--- src/rtl/multi_rotary_tracker_if.sv ---
`default_nettype none
//==============================================================================
// Module   : multi_rotary_tracker_if
// Brief    : Pin, control and position bundle for multi_rotary_tracker.
// Revision : 1.0 - initial release
//==============================================================================
interface multi_rotary_tracker_if #(
    parameter int N_PLAYERS = 2,
    parameter int POS_W     = 16
);
    logic [N_PLAYERS-1:0]       x_a;
    logic [N_PLAYERS-1:0]       x_b;
    logic [N_PLAYERS-1:0]       y_a;
    logic [N_PLAYERS-1:0]       y_b;
    logic [N_PLAYERS-1:0]       recenter;
    logic                       freeze;
    logic [N_PLAYERS*POS_W-1:0] pos_x;
    logic [N_PLAYERS*POS_W-1:0] pos_y;
    logic [N_PLAYERS-1:0]       moved;
    logic [2*N_PLAYERS-1:0]     at_limit;
    logic [2*N_PLAYERS-1:0]     quad_err;

    modport master (
        output x_a, x_b, y_a, y_b, recenter, freeze,
        input  pos_x, pos_y, moved, at_limit, quad_err
    );

    modport slave (
        input  x_a, x_b, y_a, y_b, recenter, freeze,
        output pos_x, pos_y, moved, at_limit, quad_err
    );
endinterface
`default_nettype wire

--- src/rtl/multi_rotary_tracker.sv ---
`default_nettype none
//==============================================================================
// Module   : multi_rotary_tracker
// Brief    : Per-player X/Y quadrature decoders with synchronisers, debounce
//            and saturating position registers.
// Revision : 1.0 - initial release
//==============================================================================
module multi_rotary_tracker #(
    parameter int N_PLAYERS   = 2,
    parameter int POS_W       = 16,
    parameter int X_MIN       = 0,
    parameter int X_MAX       = 639,
    parameter int Y_MIN       = 0,
    parameter int Y_MAX       = 479,
    parameter int STEP        = 4,
    parameter int DEB_CYCLES  = 1000,
    parameter int QUAD_MODE   = 0,
    parameter int RST_BASE    = 100,
    parameter int RST_SPACING = 300
) (
    input  wire logic              clk,
    input  wire logic              reset,
    multi_rotary_tracker_if.slave  trk
);

    localparam int                 c_npins    = 4 * N_PLAYERS;
    localparam int                 c_cnt_w    = $clog2(DEB_CYCLES + 1);
    localparam logic [c_cnt_w-1:0] c_cnt_last = c_cnt_w'(DEB_CYCLES - 1);
    localparam logic [c_cnt_w-1:0] c_cnt_one  = c_cnt_w'(1);
    localparam logic [POS_W:0]     c_step     = (POS_W+1)'(STEP);
    localparam logic [POS_W-1:0]   c_xmin     = POS_W'(X_MIN);
    localparam logic [POS_W-1:0]   c_xmax     = POS_W'(X_MAX);
    localparam logic [POS_W-1:0]   c_ymin     = POS_W'(Y_MIN);
    localparam logic [POS_W-1:0]   c_ymax     = POS_W'(Y_MAX);

    // Pin k of player p sits at 4p+k: 0 = x_a, 1 = x_b, 2 = y_a, 3 = y_b
    logic [c_npins-1:0] w_raw;
    logic [c_npins-1:0] w_deb;

    // Returns {illegal, minus_one, plus_one} for a {A,B} state transition
    function automatic logic [2:0] decode(input logic [1:0] prev, input logic [1:0] cur);
        logic [2:0] res;
        res = 3'b000;
        if (QUAD_MODE == 0) begin
            if (!prev[1] && cur[1]) begin
                res = cur[0] ? 3'b010 : 3'b001;
            end
        end else begin
            case ({prev, cur})
                4'b0001, 4'b0111, 4'b1110, 4'b1000: res = 3'b001;
                4'b0100, 4'b1101, 4'b1011, 4'b0010: res = 3'b010;
                4'b0011, 4'b1100, 4'b0110, 4'b1001: res = 3'b100;
                default:                            res = 3'b000;
            endcase
        end
        return res;
    endfunction

    // One extra bit keeps both overflow above MAX and underflow below zero visible
    function automatic logic [POS_W-1:0] step_pos(
        input logic [POS_W-1:0] pos,
        input logic             up,
        input logic             dn,
        input logic [POS_W-1:0] lo,
        input logic [POS_W-1:0] hi
    );
        logic [POS_W:0]   sum;
        logic [POS_W-1:0] res;
        sum = '0;
        res = pos;
        if (up) begin
            sum = {1'b0, pos} + c_step;
            res = (sum > {1'b0, hi}) ? hi : sum[POS_W-1:0];
        end else if (dn) begin
            sum = {1'b0, pos} - c_step;
            res = (sum[POS_W] || (sum < {1'b0, lo})) ? lo : sum[POS_W-1:0];
        end
        return res;
    endfunction

    for (genvar i = 0; i < N_PLAYERS; i++) begin : g_pack
        assign w_raw[4*i +: 4] = {trk.y_b[i], trk.y_a[i], trk.x_b[i], trk.x_a[i]};
    end

    for (genvar g = 0; g < c_npins; g++) begin : g_pin
        logic               r_s1;
        logic               r_s2;
        logic               r_deb;
        logic [c_cnt_w-1:0] r_cnt;

        always_ff @(posedge clk or negedge reset) begin
            if (!reset) begin
                r_s1  <= 1'b0;
                r_s2  <= 1'b0;
                r_deb <= 1'b0;
                r_cnt <= '0;
            end else begin
                r_s1 <= w_raw[g];
                r_s2 <= r_s1;
                if (r_s2 == r_deb) begin
                    r_cnt <= '0;
                end else if (r_cnt == c_cnt_last) begin
                    r_deb <= r_s2;
                    r_cnt <= '0;
                end else begin
                    r_cnt <= r_cnt + c_cnt_one;
                end
            end
        end

        assign w_deb[g] = r_deb;
    end

    for (genvar p = 0; p < N_PLAYERS; p++) begin : g_player
        localparam logic [POS_W-1:0] c_rst_pos = POS_W'(RST_BASE + p * RST_SPACING);

        logic [1:0]       r_xprev;
        logic [1:0]       r_yprev;
        logic [1:0]       w_xcur;
        logic [1:0]       w_ycur;
        logic [2:0]       w_xdec;
        logic [2:0]       w_ydec;
        logic [POS_W-1:0] r_px;
        logic [POS_W-1:0] r_py;
        logic [POS_W-1:0] w_nx;
        logic [POS_W-1:0] w_ny;
        logic             r_moved;
        logic [1:0]       r_qerr;

        assign w_xcur = {w_deb[4*p],     w_deb[4*p + 1]};
        assign w_ycur = {w_deb[4*p + 2], w_deb[4*p + 3]};
        assign w_xdec = decode(r_xprev, w_xcur);
        assign w_ydec = decode(r_yprev, w_ycur);

        // Counts seen while frozen are simply dropped, never deferred
        always_comb begin
            w_nx = r_px;
            w_ny = r_py;
            if (trk.recenter[p]) begin
                w_nx = c_rst_pos;
                w_ny = c_rst_pos;
            end else if (!trk.freeze) begin
                w_nx = step_pos(r_px, w_xdec[0], w_xdec[1], c_xmin, c_xmax);
                w_ny = step_pos(r_py, w_ydec[0], w_ydec[1], c_ymin, c_ymax);
            end
        end

        always_ff @(posedge clk or negedge reset) begin
            if (!reset) begin
                r_xprev <= 2'b00;
                r_yprev <= 2'b00;
                r_px    <= c_rst_pos;
                r_py    <= c_rst_pos;
                r_moved <= 1'b0;
                r_qerr  <= 2'b00;
            end else begin
                r_xprev <= w_xcur;
                r_yprev <= w_ycur;
                r_px    <= w_nx;
                r_py    <= w_ny;
                r_moved <= (w_nx != r_px) || (w_ny != r_py);
                if (trk.recenter[p]) begin
                    r_qerr <= 2'b00;
                end else begin
                    r_qerr <= r_qerr | {w_ydec[2], w_xdec[2]};
                end
            end
        end

        assign trk.pos_x[p*POS_W +: POS_W] = r_px;
        assign trk.pos_y[p*POS_W +: POS_W] = r_py;
        assign trk.moved[p]                = r_moved;
        assign trk.at_limit[2*p]           = (r_px == c_xmin) || (r_px == c_xmax);
        assign trk.at_limit[2*p + 1]       = (r_py == c_ymin) || (r_py == c_ymax);
        assign trk.quad_err[2*p +: 2]      = r_qerr;
    end

endmodule
`default_nettype wire

--- src/flat_wrapper.sv ---
// flat-port wrapper written by rule: the top's interface ports become plain ports
module multi_rotary_tracker_flat 
#(
    parameter int N_PLAYERS   = 2,
    parameter int POS_W       = 16,
    parameter int X_MIN       = 0,
    parameter int X_MAX       = 639,
    parameter int Y_MIN       = 0,
    parameter int Y_MAX       = 479,
    parameter int STEP        = 4,
    parameter int DEB_CYCLES  = 1000,
    parameter int QUAD_MODE   = 0,
    parameter int RST_BASE    = 100,
    parameter int RST_SPACING = 300
)
  (clk, reset, trk_x_a, trk_x_b, trk_y_a, trk_y_b, trk_recenter, trk_freeze, trk_pos_x, trk_pos_y, trk_moved, trk_at_limit, trk_quad_err);
  multi_rotary_tracker_if #(.N_PLAYERS(N_PLAYERS), .POS_W(POS_W)) trk_i ();
  input  wire logic clk;
  input  wire logic reset;
  input wire logic [$bits(trk_i.x_a)-1:0] trk_x_a;
  input wire logic [$bits(trk_i.x_b)-1:0] trk_x_b;
  input wire logic [$bits(trk_i.y_a)-1:0] trk_y_a;
  input wire logic [$bits(trk_i.y_b)-1:0] trk_y_b;
  input wire logic [$bits(trk_i.recenter)-1:0] trk_recenter;
  input wire logic [$bits(trk_i.freeze)-1:0] trk_freeze;
  output wire logic [$bits(trk_i.pos_x)-1:0] trk_pos_x;
  output wire logic [$bits(trk_i.pos_y)-1:0] trk_pos_y;
  output wire logic [$bits(trk_i.moved)-1:0] trk_moved;
  output wire logic [$bits(trk_i.at_limit)-1:0] trk_at_limit;
  output wire logic [$bits(trk_i.quad_err)-1:0] trk_quad_err;
  assign trk_i.x_a = trk_x_a;
  assign trk_i.x_b = trk_x_b;
  assign trk_i.y_a = trk_y_a;
  assign trk_i.y_b = trk_y_b;
  assign trk_i.recenter = trk_recenter;
  assign trk_i.freeze = trk_freeze;
  assign trk_pos_x = trk_i.pos_x;
  assign trk_pos_y = trk_i.pos_y;
  assign trk_moved = trk_i.moved;
  assign trk_at_limit = trk_i.at_limit;
  assign trk_quad_err = trk_i.quad_err;
  multi_rotary_tracker #(.N_PLAYERS(N_PLAYERS), .POS_W(POS_W), .X_MIN(X_MIN), .X_MAX(X_MAX), .Y_MIN(Y_MIN), .Y_MAX(Y_MAX), .STEP(STEP), .DEB_CYCLES(DEB_CYCLES), .QUAD_MODE(QUAD_MODE), .RST_BASE(RST_BASE), .RST_SPACING(RST_SPACING)) u_core (.clk(clk), .reset(reset), .trk(trk_i));
endmodule
--- config.mk ---
export PLATFORM = sky130hd
export DESIGN_NAME = multi_rotary_tracker_flat
export DESIGN_NICKNAME = d
export VERILOG_FILES = /design/src/rtl/multi_rotary_tracker_if.sv /design/src/rtl/multi_rotary_tracker.sv /design/src/flat_wrapper.sv
export SDC_FILE = /design/constraint.sdc
export NUM_CORES = 1
export LEC_CHECK = 0
export CAP_MARGIN = 20
export CELL_PAD_IN_SITES_DETAIL_PLACEMENT = 1
export CELL_PAD_IN_SITES_GLOBAL_PLACEMENT = 2
export CORE_ASPECT_RATIO = 0.7
export CORE_MARGIN = 1
export CORE_UTILIZATION = 36
export CTS_CLUSTER_SIZE = 8
export DETAILED_ROUTE_END_ITERATION = 8
export PLACE_DENSITY_LB_ADDON = 0.1
export SLEW_MARGIN = 20
export SYNTH_ARGS = -nofsm -noshare
export SYNTH_HDL_FRONTEND = slang
export SYNTH_SLANG_ARGS = --single-unit
--- constraint.sdc ---
create_clock -name clk -period 4.3 [get_ports clk]
set_input_delay 0.43 -clock clk [delete_from_list [all_inputs] [get_ports clk]]
set_output_delay 0.43 -clock clk [all_outputs]
set_load 0.05 [all_outputs]
==> results_tabular.tex <==
\begin{tabular}{lr}
\hline
Metric & Value \\
\hline
\multicolumn{2}{l}{\textbf{Outcome}} \\
Status & complete, no violations \\
\multicolumn{2}{l}{\textbf{Critical path}} \\
Critical Path Slowest Stage Cell & clkdlybuf4s50\_1 \\
Data arrival at the endpoint of the critical path & around 3600 ps \\
Type of destination of the critical path & output port \\
Reg-to-reg setup timing slack & a little over 500 ps \\
Worst Reg2Reg Path Length in Cells & 10 \\
Type of element launching the critical path & flop \\
Cell breakdown of the critical path & nor4\_2 > nand4\_1 > a2111oi\_1 > clkdlybuf4s50\_1 \\
Gate family responsible for the most delay along the worst path & buffers and inverters \\
CP peak stage delay & between 900 and 1000 ps \\
Crit Path Class & reg2out \\
Buffer and inverter count on the worst path & 1 \\
Crit path max fanout & 15 \\
Crit. Startpoint & u\_core.g\_player[1].r\_px[6] \\
Worst EP required & 3870 ps \\
Worst r2r src & u\_core.g\_player[1].r\_py[3] \\
Endpoint of the worst-slack reg-to-reg timing path & u\_core.g\_player[1].r\_moved \\
\multicolumn{2}{l}{\textbf{Placed design}} \\
Worst slack at placement & $\sim$610 ps \\
GPL Wtd Cong & 0.922 \\
Placed cell area & 0.0137 sq mm \\
Quantity of I/O buffers inserted on ports & 82 \\
HPWL reported at the end of detailed placement & 34200 um \\
\multicolumn{2}{l}{\textbf{Timing}} \\
Fin Clk Skew & 16.0 ps \\
Final clock period utilization by the worst path & 94.2\% \\
Max Freq & 247 MHz \\
Sum Neg Setup Slack & 0 ps \\
Transition at the pin with the smallest max-transition slack & 854 ps \\
Shortest period the worst path allows & 4050 ps \\
Remaining max-slew budget at the tightest pin & between 40\% and 50\% \\
Number of endpoints failing setup at the final stage & 0 \\
Final Hold Viols & 0 \\
Final worst-path setup slack & around 250 ps \\
RSZ-0062 raised after global routing & no \\
Final max-slew violation count & 0 \\
\multicolumn{2}{l}{\textbf{Route}} \\
Total DRC errors in the routed layout & 0 \\
First drt pass iteration count & 5 \\
Via count of the routed design & 12500 \\
Ratio of routed vias to standard cells & 6.03 \\
Iteration-0 DRC count of the detailed router & roughly 1000 \\
WL final & $\sim$47000 um \\
Average wire length per cell after detail routing & 22.6 um \\
Remaining number of nets flagged by the antenna check after routing & 0 \\
\multicolumn{2}{l}{\textbf{Floorplan}} \\
Number of primary I/O pins & 87 \\
Die span in y & 158 um \\
Std-Cell Core Area & about 0.034 sq mm \\
Die outline width & 225 um \\
Total Die Area & 0.0355 sq mm \\
Site Rows & between 50 and 60 \\
Starting Density & 36.9\% \\
\multicolumn{2}{l}{\textbf{Clocking}} \\
Hold-fix buffers, CTS & 0 \\
Sinks on the clock net & 174 \\
Longest Clk Path Bufs & 2 \\
TritonCTS clock tree & done \\
H-tree depth & 4 \\
CTS root buf & clkbuf\_16 \\
Post-CTS Repair Setup Buffers & 0 \\
Clock edge transition at the registers on the reported setup and hold paths & roughly 80 ps \\
Number of clock buffers inserted by TritonCTS & 17 \\
PostCTS Resize Cnt & 0 \\
Clock latency on the worst-skew pair & 470 ps \\
\multicolumn{2}{l}{\textbf{Finish}} \\
Layout cell share with drive strength beyond 1 & 7.84\% \\
Most common library cell in the layout ignoring fill and taps & nor2\_1 \\
Fin nets & 1632 \\
Final cell area excluding filler cells & 0.0143 sq mm \\
Top library cells by usage in the layout, fill and taps aside & nor2\_1 (208), dfrtp\_1 (162), nand2\_1 (137) \\
FILL cells & 4083 \\
Layout-stage area growth over the synthesis result & 14.5\% \\
Final core area utilization & 42.3\% \\
Ant. Diodes & 0 \\
\multicolumn{2}{l}{\textbf{Logic synthesis}} \\
Sequential element share of the synthesized area & 34.9\% \\
Synth Warn \# & 0 \\
Average cell area after synthesis & around 8 sq um \\
Share of flip-flops with an asynchronous set or reset after synthesis & 100\% \\
Predominant post-synthesis flop cell & dfrtp\_1 \\
Number of storage elements in the synthesis netlist & 174 \\
Number of synthesized flops with an enable pin & 0 \\
Post-synthesis cell type count & between 80 and 90 \\
Gate count of the mapped netlist & 1569 \\
Post-synthesis instance area & 0.0125 sq mm \\
\multicolumn{2}{l}{\textbf{Pwr}} \\
Cell leakage power & 5.45 nW \\
Largest vdd supply drop & 0.000260 V \\
PwrDens & $\sim$250 mW/mm\^{}2 \\
\multicolumn{2}{l}{\textbf{Min path}} \\
HP Class & in2async \\
\multicolumn{2}{l}{\textbf{Global routing}} \\
Pin count of the biggest net entering global routing & 91 \\
Tot GR Track Use & a little over a quarter \\
Vias in the first global route & 12300 \\
Initial antenna violation count & 0 \\
First-pass GRT wire length & 74500 um \\
Overall overflow remaining after global route & 0 \\
\multicolumn{2}{l}{\textbf{Run}} \\
Max-cap violations & 0 \\
\hline
\end{tabular}
-- registers in the layout (all words and copies together) (netlist names) --
register                 flops
u_core.g_pin.r_cnt          80
u_core.g_player.r_px        32
u_core.g_player.r_py        32
u_core.g_pin.r_deb           8
u_core.g_pin.r_s1            8
u_core.g_pin.r_s2            8
u_core.g_player.r_moved      2
u_core.g_player.r_xprev      2
u_core.g_player.r_yprev      2
-- per-stage QoR --
stage	power, W	std cells	hold WS, ps
2_1_floorplan	0.00188	1572	134
3_3_place_gp	0.00200	2040	332
3_5_place_dp	0.00201	2040	336
4_1_cts	0.00367	2072	45.6
5_1_grt	0.00377	2072	63.2
6_report	0.00362	2072	11.3
-- worst max-delay path by stage --
stage,cells after the start,to
floorplan,4,trk_at_limit[2]
global placement,9,u_core.g_player[0].r_moved
detailed placement,12,u_core.g_player[1].r_moved
CTS,4,trk_at_limit[2]
global route,12,u_core.g_player[0].r_moved
finish,4,trk_at_limit[2]
-- kinds of logic (layout without fill, tap and decap cells) --
kind of cell	after synthesis	after routing	share of synthesized area, %
simple gates	725	725	29.6
compound gates	371	371	19.4
flops	174	174	34.9
buf+inv	160	196	5.38
xor+xnor	95	95	6.66
fa+ha+maj	24	24	2.40
mux	19	19	1.64
other cells	1	4	0.0300
-- report_power, final --
group / switching [W] / internal [W] / leakage [nW]
logic: 0.000192 / 0.0000797 / 2.84
clock network: 0.000811 / 0.000831 / 0.284
registers: 0.0000335 / 0.00167 / 2.33
total: 0.00104 / 0.00258 / 5.45
-- cell usage after synthesis (7+ instances only) --
| library cell | number | area, sq um |
|---|---|---|
| nor2_1 | 208 | 781 |
| dfrtp_1 | 162 | 4050 |
| nand2_1 | 137 | 514 |
| a21oi_1 | 102 | 510 |
| o21ai_0 | 85 | 425 |
| nand3_1 | 71 | 355 |
| clkbuf_1 | 69 | 259 |
| nor3_1 | 65 | 325 |
| xnor2_1 | 60 | 526 |
| inv_1 | 42 | 158 |
| nand4_1 | 35 | 219 |
| nor4_1 | 35 | 219 |
| xor2_1 | 35 | 307 |
| buf_2 | 27 | 135 |
| and3_1 | 26 | 163 |
| ha_1 | 24 | 300 |
| a211oi_1 | 23 | 173 |
| a31oi_1 | 23 | 144 |
| or4_1 | 22 | 165 |
| and2_1 | 20 | 125 |
| or3_1 | 20 | 125 |
| buf_1 | 12 | 45.0 |
| dfstp_2 | 12 | 315 |
| mux2_2 | 12 | 135 |
| nor2b_1 | 12 | 75.1 |
| o31ai_1 | 12 | 90.1 |
| nand2b_1 | 11 | 68.8 |
| o22ai_1 | 11 | 68.8 |
| o2111ai_1 | 9 | 78.8 |
| a32oi_1 | 8 | 70.1 |
| buf_4 | 8 | 60.1 |
| nand3b_1 | 8 | 60.1 |
| o21a_1 | 8 | 60.1 |
| a21o_1 | 7 | 52.6 |
| mux2i_1 | 7 | 70.1 |
| nor3b_1 | 7 | 52.6 |
| nor4_2 | 7 | 87.6 |
| o211ai_1 | 7 | 52.6 |
-- cell type report --
class                           count  area [sq um]  area share [%]
Multi-Input combinational cell   1238          7480            52.2
Sequential cell                   174          4370            30.5
Timing Repair Buffer              122          1130            7.93
Tap cell                          464           581            4.05
Clock buffer                       17           425            2.97
Clock inverter                     15           174            1.21
Inverter                           42           158            1.10
-- routing by layer --
layer / share of wire, % / track usage [%] / wire length, um
met5: 0 / 0 / 0
met4: 1.0 / 5.86 / 491
met3: 7.9 / 7.18 / 3700
met2: 40 / 37.5 / 19000
met1: 51 / 41.1 / 23700
(Power assumes the default switching activity.)
